<file path="src/rtl/operand_mux_buf.sv">
// N-input registered operand selector with a one-entry skid buffer; one-cycle latency when empty.
// Holds up to two words under back-pressure; in_ready comes from the skid flop only, never from out_ready.
module operand_mux_buf #(
  parameter int WIDTH  = 32,
  parameter int NUM_IN = 4,
  parameter int SEL_W  = 2
) (
  input  logic                    clk,
  input  logic                    rst_n,
  input  logic [NUM_IN*WIDTH-1:0] in_data,
  input  logic [SEL_W-1:0]        in_sel,
  input  logic                    in_valid,
  output logic                    in_ready,
  output logic [WIDTH-1:0]        out_data,
  output logic                    out_valid,
  input  logic                    out_ready,
  output logic                    sel_err
);

  logic [WIDTH-1:0] skid_data;
  logic             skid_full;
  logic [WIDTH-1:0] sel_word;
  logic             sel_ok;
  logic             acc;
  logic             fire;

  assign in_ready = ~skid_full;
  assign acc      = in_valid & ~skid_full;
  assign fire     = out_valid & out_ready;

  // Out-of-range selects yield zero and are flagged when accepted.
  always_comb begin
    sel_word = '0;
    sel_ok   = 1'b0;
    for (int k = 0; k < NUM_IN; k++) begin
      if (in_sel == SEL_W'(k)) begin
        sel_word = in_data[k*WIDTH +: WIDTH];
        sel_ok   = 1'b1;
      end
    end
  end

  always_ff @(posedge clk or negedge rst_n) begin
    if (!rst_n) begin
      out_data  <= '0;
      out_valid <= 1'b0;
      skid_data <= '0;
      skid_full <= 1'b0;
      sel_err   <= 1'b0;
    end else begin
      if (skid_full) begin
        if (fire) begin
          out_data  <= skid_data;
          out_valid <= 1'b1;
          skid_full <= 1'b0;
        end
      end else if (!out_valid) begin
        if (acc) begin
          out_data  <= sel_word;
          out_valid <= 1'b1;
        end
      end else if (fire) begin
        // Accept and fire together replace the main word in place.
        if (acc) begin
          out_data <= sel_word;
        end else begin
          out_valid <= 1'b0;
        end
      end else if (acc) begin
        skid_data <= sel_word;
        skid_full <= 1'b1;
      end

      if (acc && !sel_ok) begin
        sel_err <= 1'b1;
      end
    end
  end

endmodule

</file>
<file path="config.mk">
export PLATFORM = sky130hd
export DESIGN_NAME = operand_mux_buf
export DESIGN_NICKNAME = d
export VERILOG_FILES = /design/src/rtl/operand_mux_buf.sv
export SDC_FILE = /design/constraint.sdc
export NUM_CORES = 1
export LEC_CHECK = 0
export BUFFER_PORTS_ARGS = -buffer_cell sky130_fd_sc_hd__buf_4
export CAP_MARGIN = 0
export CORE_MARGIN = 2
export CORE_UTILIZATION = 40
export CTS_CLUSTER_SIZE = 14
export DETAILED_ROUTE_END_ITERATION = 10
export GPL_ROUTABILITY_DRIVEN = 0
export PLACE_DENSITY = 0.71
export SLEW_MARGIN = 20
export SYNTH_ARGS = -nofsm -noshare
export SYNTH_HDL_FRONTEND = slang
export SYNTH_SLANG_ARGS = --single-unit
</file>
<file path="constraint.sdc">
create_clock -name clk -period 2 [get_ports clk]
set_clock_uncertainty 0.2 [all_clocks]
set_input_delay 0.3 -clock clk [delete_from_list [all_inputs] [get_ports clk]]
set_output_delay 0.3 -clock clk [all_outputs]
set_load 0.05 [all_outputs]
</file>
==> results of run 1 <==
## critical path: cells and delay by family (launching register included)
kind	cells	cell delay, ps
compound gates	2	470
flops	1	490
simple gates	1	230
buf+inv	1	210
## area by class of cell
cell class / instances / share of cell area [%]
Multi-Input combinational cell: 137 / 32.6
Timing Repair Buffer: 183 / 28.2
Clock buffer: 9 / 2.41
Clock inverter: 7 / 1.34
Tap cell: 108 / 2.63
Sequential cell: 67 / 32.6
Inverter: 3 / 0.219
## Yosys cell counts
| cell | n | area share, % |
|---|---|---|
| sky130_fd_sc_hd__a211oi_1 | 1 | 0.22 |
| sky130_fd_sc_hd__a21oi_1 | 1 | 0.14 |
| sky130_fd_sc_hd__a221o_1 | 32 | 9.2 |
| sky130_fd_sc_hd__and2_0 | 1 | 0.18 |
| sky130_fd_sc_hd__and3_1 | 32 | 5.7 |
| sky130_fd_sc_hd__and4_1 | 1 | 0.25 |
| sky130_fd_sc_hd__buf_1 | 3 | 0.32 |
| sky130_fd_sc_hd__buf_2 | 7 | 1.0 |
| sky130_fd_sc_hd__buf_6 | 4 | 1.3 |
| sky130_fd_sc_hd__clkbuf_1 | 12 | 1.3 |
| sky130_fd_sc_hd__dfrtp_1 | 67 | 48 |
| sky130_fd_sc_hd__inv_1 | 3 | 0.32 |
| sky130_fd_sc_hd__mux2_2 | 32 | 10 |
| sky130_fd_sc_hd__mux4_1 | 1 | 0.75 |
| sky130_fd_sc_hd__mux4_2 | 31 | 20 |
| sky130_fd_sc_hd__nor2_1 | 2 | 0.22 |
| sky130_fd_sc_hd__o21ai_0 | 2 | 0.29 |
| sky130_fd_sc_hd__o22ai_2 | 1 | 0.36 |
## logic make-up after synthesis
logic type             share of synthesized area (%)
AO/OA/AOI/OAI                                   10.2
flip-flops                                      48.1
AND/OR/NAND/NOR                                 6.39
multiplexers                                    31.1
buffers and inverters                           4.23
## registers in the layout (all words and copies together) (netlist names)
register and flops:
skid_data 32, skid_full 1, out_data 32, out_valid 1
sel_err 1
## metal layers
layer / global-route usage [%] / up-vias
met5: 0 / -
met4: 7.59 / 0
met3: 3.88 / 12
met2: 34.1 / 122
met1: 26.6 / 1447
li1: - / 1281
## per-stage QoR
stage	instance area, µm²	utilization (%)
6_report	5140	59.9
5_1_grt	5140	59.9
4_1_cts	5140	59.9
3_5_place_dp	4940	57.5
3_3_place_gp	4940	57.5
2_1_floorplan	3490	-
## power breakdown
| part | internal, mW | total, mW | leakage [nW] | switching [mW] |
|---|---|---|---|---|
| sequential | 2.01 | 2.38 | 0.818 | 0.366 |
| combinational | 1.49 | 3.55 | 1.57 | 2.05 |
| clock | 0.571 | 1.10 | 0.0950 | 0.525 |
| total | 4.08 | 7.03 | 2.48 | 2.95 |
## worst max path at each step
stage                         start  slack, ps             to
final                     out_valid        270    out_data[8]
after global routing      out_valid        200    out_data[7]
after CTS                 out_valid        280    out_data[0]
after detailed placement  in_sel[0]        150   out_data[10]
after global placement    in_sel[0]        190    out_data[8]
after floorplan           skid_full          7  skid_data[10]
## repair_timing
action                                  in CTS  in global routing
endpoints found under the setup margin       0                  0
endpoints found under the hold margin       35                  0
hold buffers                                 1                  0
## placed cells by master, fill, tap and decap left out, drive strengths merged
cell type / instances
nor2: 2
o21ai: 2
a21oi: 1
mux2: 32
dfrtp: 67
buf: 182
clkbuf: 9
a211oi: 1
dlygate4sd3: 1
and2: 1
o22ai: 1
a221o: 32
mux4: 32
clkinvlp: 2
and3: 32
clkinv: 4
bufinv: 1
inv: 3
and4: 1
==> summary.txt, run 1 <==
Route
  – Routed Antenna Nets: 0
  – Post-route DRC violation count: 0
  – Met3 layer wire length in the routed design: between 500 and 600 µm
  – Avg WL per Cell: between 15 and 20 µm
  – Vias per inst: between 5 and 6
  – Top Metal Used: met4
  – Total number of vias: between 2000 and 3000
  – Final wirelength: ~9400 µm
  – First-pass iteration count of the detailed router: 4
  – Total routed wire length on the met1 layer: just under 4000 µm
  – DR WL met2: about 4800 µm
  – Drt initial violations: between 70 and 80

STA
  – Slew of the pin with the lowest slew margin: 489 ps
  – Final setup viols: 0
  – Slew Limit Fails: 0
  – Clock period minus worst slack: 1730 ps
  – Slew headroom: 67.4%
  – Final Worst Setup Slack: between 200 and 300 ps
  – Maximum clock frequency: approximately 580 MHz
  – Final Hold Violating Endpoints: 0
  – Final critical-path share of the clock period: 86.5%
  – Fin Hold WS: 71.8 ps
  – RSZ-0062 raised after global routing: false
  – Sum of negative setup slack: 0 ps

Power and ir drop
  – Static leakage power: ~2.5 nW
  – Final total power: 7.03 mW
  – Power density relative to cell area: 1370 nW/µm²
  – Worst vdd ir: between 0.5 and 0.6 mV

Clock network
  – Bufs on Longest Clock Path: 2
  – CTS tree: done
  – Count of H-tree levels built during CTS: 3
  – Number of sinks handled by clock tree synthesis: 67
  – Number of buffers inserted to repair setup after CTS: 0
  – Clock root buffer: sky130_fd_sc_hd__clkbuf_8
  – Clock latency on the worst-skew pair: ~330 ps
  – Post_cts resized: 0
  – Register clock-pin slew on the reported worst setup and hold paths: about 80 ps
  – Total CTS buffers: 9

Worst setup path
  – CP arrival: around 1700 ps
  – Critical R2R Launch: out_valid
  – Reg-to-reg setup timing slack: 270 ps
  – CP max stage delay: about 490 ps
  – Cells along the critical path: and2_1 -> o22ai_2 -> buf_4 -> a221o_1
  – Critical Path End Type: register
  – Slowest CP cell: sky130_fd_sc_hd__dfrtp_1
  – Critical path peak fanout: 15
  – Class of the most critical setup path: register to register
  – Worst Reg-to-Reg Cells: 4
  – Category of the worst setup path launch point: register
  – Terminus of the critical flop-to-flop path: out_data[8]
  – Required time of the worst setup path: 2010 ps

Finish
  – Count of antenna diodes in the layout: 0
  – Fin nets: roughly 540
  – Proportion of layout cells with a drive suffix above 1: 65.0%
  – FILL cells: 690
  – Final cell count without fillers: 514
  – Area of all sequential standard cells: 1680 µm²
  – Layout-stage area growth over the synthesis result: 47.5%
  – Footprint of the multi-input gates: 1680 µm²

Logic synthesis
  – Number of standard cells after synthesis: around 230
  – Yosys warnings: 0
  – Distinct cells, synth: 18
  – Synthesized area divided by synthesized cell count: between 10 and 15 µm²
  – Sequential element share of the synthesized area: 48.1%
  – Net count of the mapped netlist: 367
  – Summed instance area of the synthesized netlist: 3490 µm²
  – Post-synthesis register bit count: between 60 and 70

Place
  – DP HPWL: 6970 µm
  – Pre-CTS worst setup slack: about 150 ps
  – Number of buffers inserted by port buffering: around 170
  – Placed cell count: 497

Floorplan
  – Overall die area: 9480 µm²
  – Die W: 97.4 µm
  – Top-Level Pins: approximately 170
  – Core region area: about 8600 µm²
  – Row Count: 34
  – Starting density of the core: 40.6%
  – Overall die height: a little under 100 µm

Run status
  – Outcome: finished clean

Hold path
  – Hold depth: 3
  – Terminating pin of the worst hold path: skid_full
  – Min-Delay Path Class: input port to register
  – Worst hold path startpoint: in_valid

GRT
  – Total track usage: around a fifth
  – Number of global-route vias before repair: just under 3000
  – First-pass GRT wire length: between 15000 and 20000 µm
  – Total gr overflow: 0
  – Largest net degree at the start of global routing: 37
  – Number of antenna violations at the first check in global routing: 0

Run
  – Maxcap violations: 0
Power figures use the tool's default switching activity.
==> inputs of run 2 (changes only) <==
--- a/config.mk
+++ b/config.mk
@@ -8,11 +8,11 @@
 export BUFFER_PORTS_ARGS = -buffer_cell sky130_fd_sc_hd__buf_4
 export CAP_MARGIN = 0
 export CORE_MARGIN = 2
-export CORE_UTILIZATION = 40
+export CORE_UTILIZATION = 45
 export CTS_CLUSTER_SIZE = 14
 export DETAILED_ROUTE_END_ITERATION = 10
 export GPL_ROUTABILITY_DRIVEN = 0
-export PLACE_DENSITY = 0.71
+export PLACE_DENSITY = 0.78
 export SLEW_MARGIN = 20
 export SYNTH_ARGS = -nofsm -noshare
 export SYNTH_HDL_FRONTEND = slang
==> summary.txt, run 2 (same netlist as run 1, synthesis figures left out) <==
Run status
  – Outcome: finished clean

Route
  – First-pass iteration count of the detailed router: 4
  – Total routed wire length on the met1 layer: between 3000 and 4000 µm
  – DR WL met2: approximately 4800 µm
  – Post-route DRC violation count: 0
  – Avg WL per Cell: approximately 18 µm
  – Met3 layer wire length in the routed design: 622 µm
  – Final wirelength: between 9000 and 10000 µm
  – Routed Antenna Nets: 0
  – Total number of vias: about 2900
  – Vias per inst: around 5.7
  – Drt initial violations: 160
  – Top Metal Used: met4

Finish
  – Area of all sequential standard cells: around 1700 µm²
  – Highest-count cells in the layout ignoring fill and taps: sky130_fd_sc_hd__buf_4 (172), sky130_fd_sc_hd__dfrtp_1 (66), sky130_fd_sc_hd__mux2_2 (32), sky130_fd_sc_hd__and3_1 (32), sky130_fd_sc_hd__a221o_1 (32)
  – FILL cells: between 500 and 600
  – Footprint of the multi-input gates: 1680 µm²
  – Final cell count without fillers: approximately 500
  – Layout-stage area growth over the synthesis result: 47.6%
  – Fin nets: about 530
  – Biggest registers after layout: out_data x32, skid_data x32
  – Count of antenna diodes in the layout: 0
  – Proportion of layout cells with a drive suffix above 1: around 65%
  – Most frequent standard cell in the layout excluding fill and tap cells: sky130_fd_sc_hd__buf_4

STA
  – RSZ-0062 raised after global routing: false
  – Final setup viols: 0
  – Slew Limit Fails: 0
  – Maximum clock frequency: about 540 MHz
  – Slew of the pin with the lowest slew margin: 938 ps
  – Final critical-path share of the clock period: approximately 90%
  – Final Hold Violating Endpoints: 0
  – Sum of negative setup slack: 0 ps
  – Final Worst Setup Slack: between 150 and 200 ps
  – Slew headroom: 37.4%
  – Clock period minus worst slack: roughly 1800 ps

Worst setup path
  – CP arrival: approximately 1900 ps
  – Critical Path End Type: register
  – Number of buffers and inverters on the critical path: 0
  – Critical path peak fanout: 32
  – CP max stage delay: between 700 and 800 ps
  – Category of the worst setup path launch point: register
  – Crit path max-delay family: compound AO/OA/AOI/OAI gates
  – Required time of the worst setup path: just over 2000 ps
  – Class of the most critical setup path: register to register
  – Cells along the critical path: and2_1 -> o22ai_4 -> a221o_1
  – Slowest CP cell: sky130_fd_sc_hd__o22ai_4

Floorplan
  – Core region area: 7610 µm²
  – Die W: between 90 and 100 µm
  – Top-Level Pins: 169
  – Row Count: 32
  – Overall die height: 92.0 µm
  – Overall die area: roughly 8500 µm²
  – Starting density of the core: a little under half

Place
  – DP HPWL: 6720 µm
  – Number of buffers inserted by port buffering: around 170
  – Pre-CTS worst setup slack: 84.7 ps
  – Placed cell count: around 490

GRT
  – Number of antenna violations at the first check in global routing: 0
  – Number of global-route vias before repair: 3022
  – Total gr overflow: 0
  – Total track usage: ~22%
  – Largest net degree at the start of global routing: 42
  – First-pass GRT wire length: 14700 µm

Clock network
  – Number of sinks handled by clock tree synthesis: 67
  – Clock latency on the worst-skew pair: 330 ps
  – Bufs on Longest Clock Path: 2
  – Clock root buffer: sky130_fd_sc_hd__clkbuf_8
  – CTS tree: done
  – Register clock-pin slew on the reported worst setup and hold paths: approximately 70 ps
  – Total CTS buffers: 9
  – Count of H-tree levels built during CTS: 3

Hold path
  – Min-Delay Path Class: input port to register

Power and ir drop
  – Relative contribution of combinational cells to total power: between 40 and 50%
  – Sequential Power Share: 33.3%
  – Switching power: between 2 and 3 mW
  – Static leakage power: 2.47 nW
  – Fraction of power spent switching nets: between 40% and 50%
  – Worst vdd ir: just under 0.9 mV
  – Power density relative to cell area: 1390 nW/µm²
  – Final total power: 7.17 mW
  – Internal Power: around 4.2 mW
  – Part of the total power dissipated in the clock network: approximately 18%

Run
  – Maxcap violations: 0
## run 2: cell count changes in the layout (fill, tap and decap cells not counted)
cell / previous run / this run
sky130_fd_sc_hd__dfrtp_2: 0 / 1
sky130_fd_sc_hd__o22ai_4: 0 / 1
sky130_fd_sc_hd__clkinv_2: 3 / 1
sky130_fd_sc_hd__buf_4: 176 / 172
sky130_fd_sc_hd__dfrtp_1: 67 / 66
sky130_fd_sc_hd__bufinv_16: 1 / 2
sky130_fd_sc_hd__o22ai_2: 1 / 0
sky130_fd_sc_hd__clkbuf_8: 9 / 10
## run 2: tightest hold or removal path, stage by stage
cell	delay, ps
sky130_fd_sc_hd__buf_4	110
sky130_fd_sc_hd__a21oi_1	60
sky130_fd_sc_hd__nor2_1	100
## run 2: power by group through the flow
stage                     clock network [mW]  logic, mW  registers, mW
after floorplan                            0       1.33           3.39
final                                   1.26       3.52           2.38
after detailed placement                   0       3.56           2.39
after global placement                     0       3.47           2.35
after CTS                               1.27       3.55           2.37
after global routing                    1.36       3.72           2.47
## run 2: area by class of cell
type / count / area share [%]
Clock buffer: 10 / 2.67
Inverter: 3 / 0.219
Multi-Input combinational cell: 137 / 32.7
Timing Repair Buffer: 179 / 27.6
Clock inverter: 6 / 1.73
Tap cell: 102 / 2.48
Sequential cell: 67 / 32.6
## run 2: per-layer routing
| metal | vias up | GRT usage [%] |
|---|---|---|
| li1 | 1275 | - |
| met1 | 1458 | 28.2 |
| met3 | 14 | 5.09 |
| met4 | 0 | 9.20 |
| met5 | - | 0 |
| met2 | 136 | 37.8 |
## run 2: path summary, 6_finish.rpt
check | startpoint | to | slack [ps] | depth (start not counted)
worst max-delay path | out_valid | out_data[28] | 160 | 3
worst min-delay path | in_valid | skid_full | 90 | 3
worst max register to register | out_valid | out_data[28] | 160 | 3
worst min register to register | sel_err | sel_err | 180 | 0
max in group asynchronous | rst_n | skid_full | 840 | 3
min in group asynchronous | rst_n | out_data[1] | 220 | 2
## run 2: per-stage QoR
step | area (µm²) | utilization, % | hold slack, ps
5_1_grt | 5150 | 67.7 | 82.0
4_1_cts | 5150 | 67.7 | 86.4
2_1_floorplan | 3490 | - | -196
6_report | 5150 | 67.7 | 88.9
3_5_place_dp | 4910 | 64.6 | 40.2
3_3_place_gp | 4910 | 64.6 | 39.0
## run 2: repair_timing
| item | 4_1_cts | 5_1_grt |
|---|---|---|
| setup endpoints to repair | 0 | 1 |
| hold endpoints to repair | 26 | 0 |
| hold buffers | 1 | 0 |
| resized for setup | 0 | 1 |
| buffers inserted | 0 | 0 |
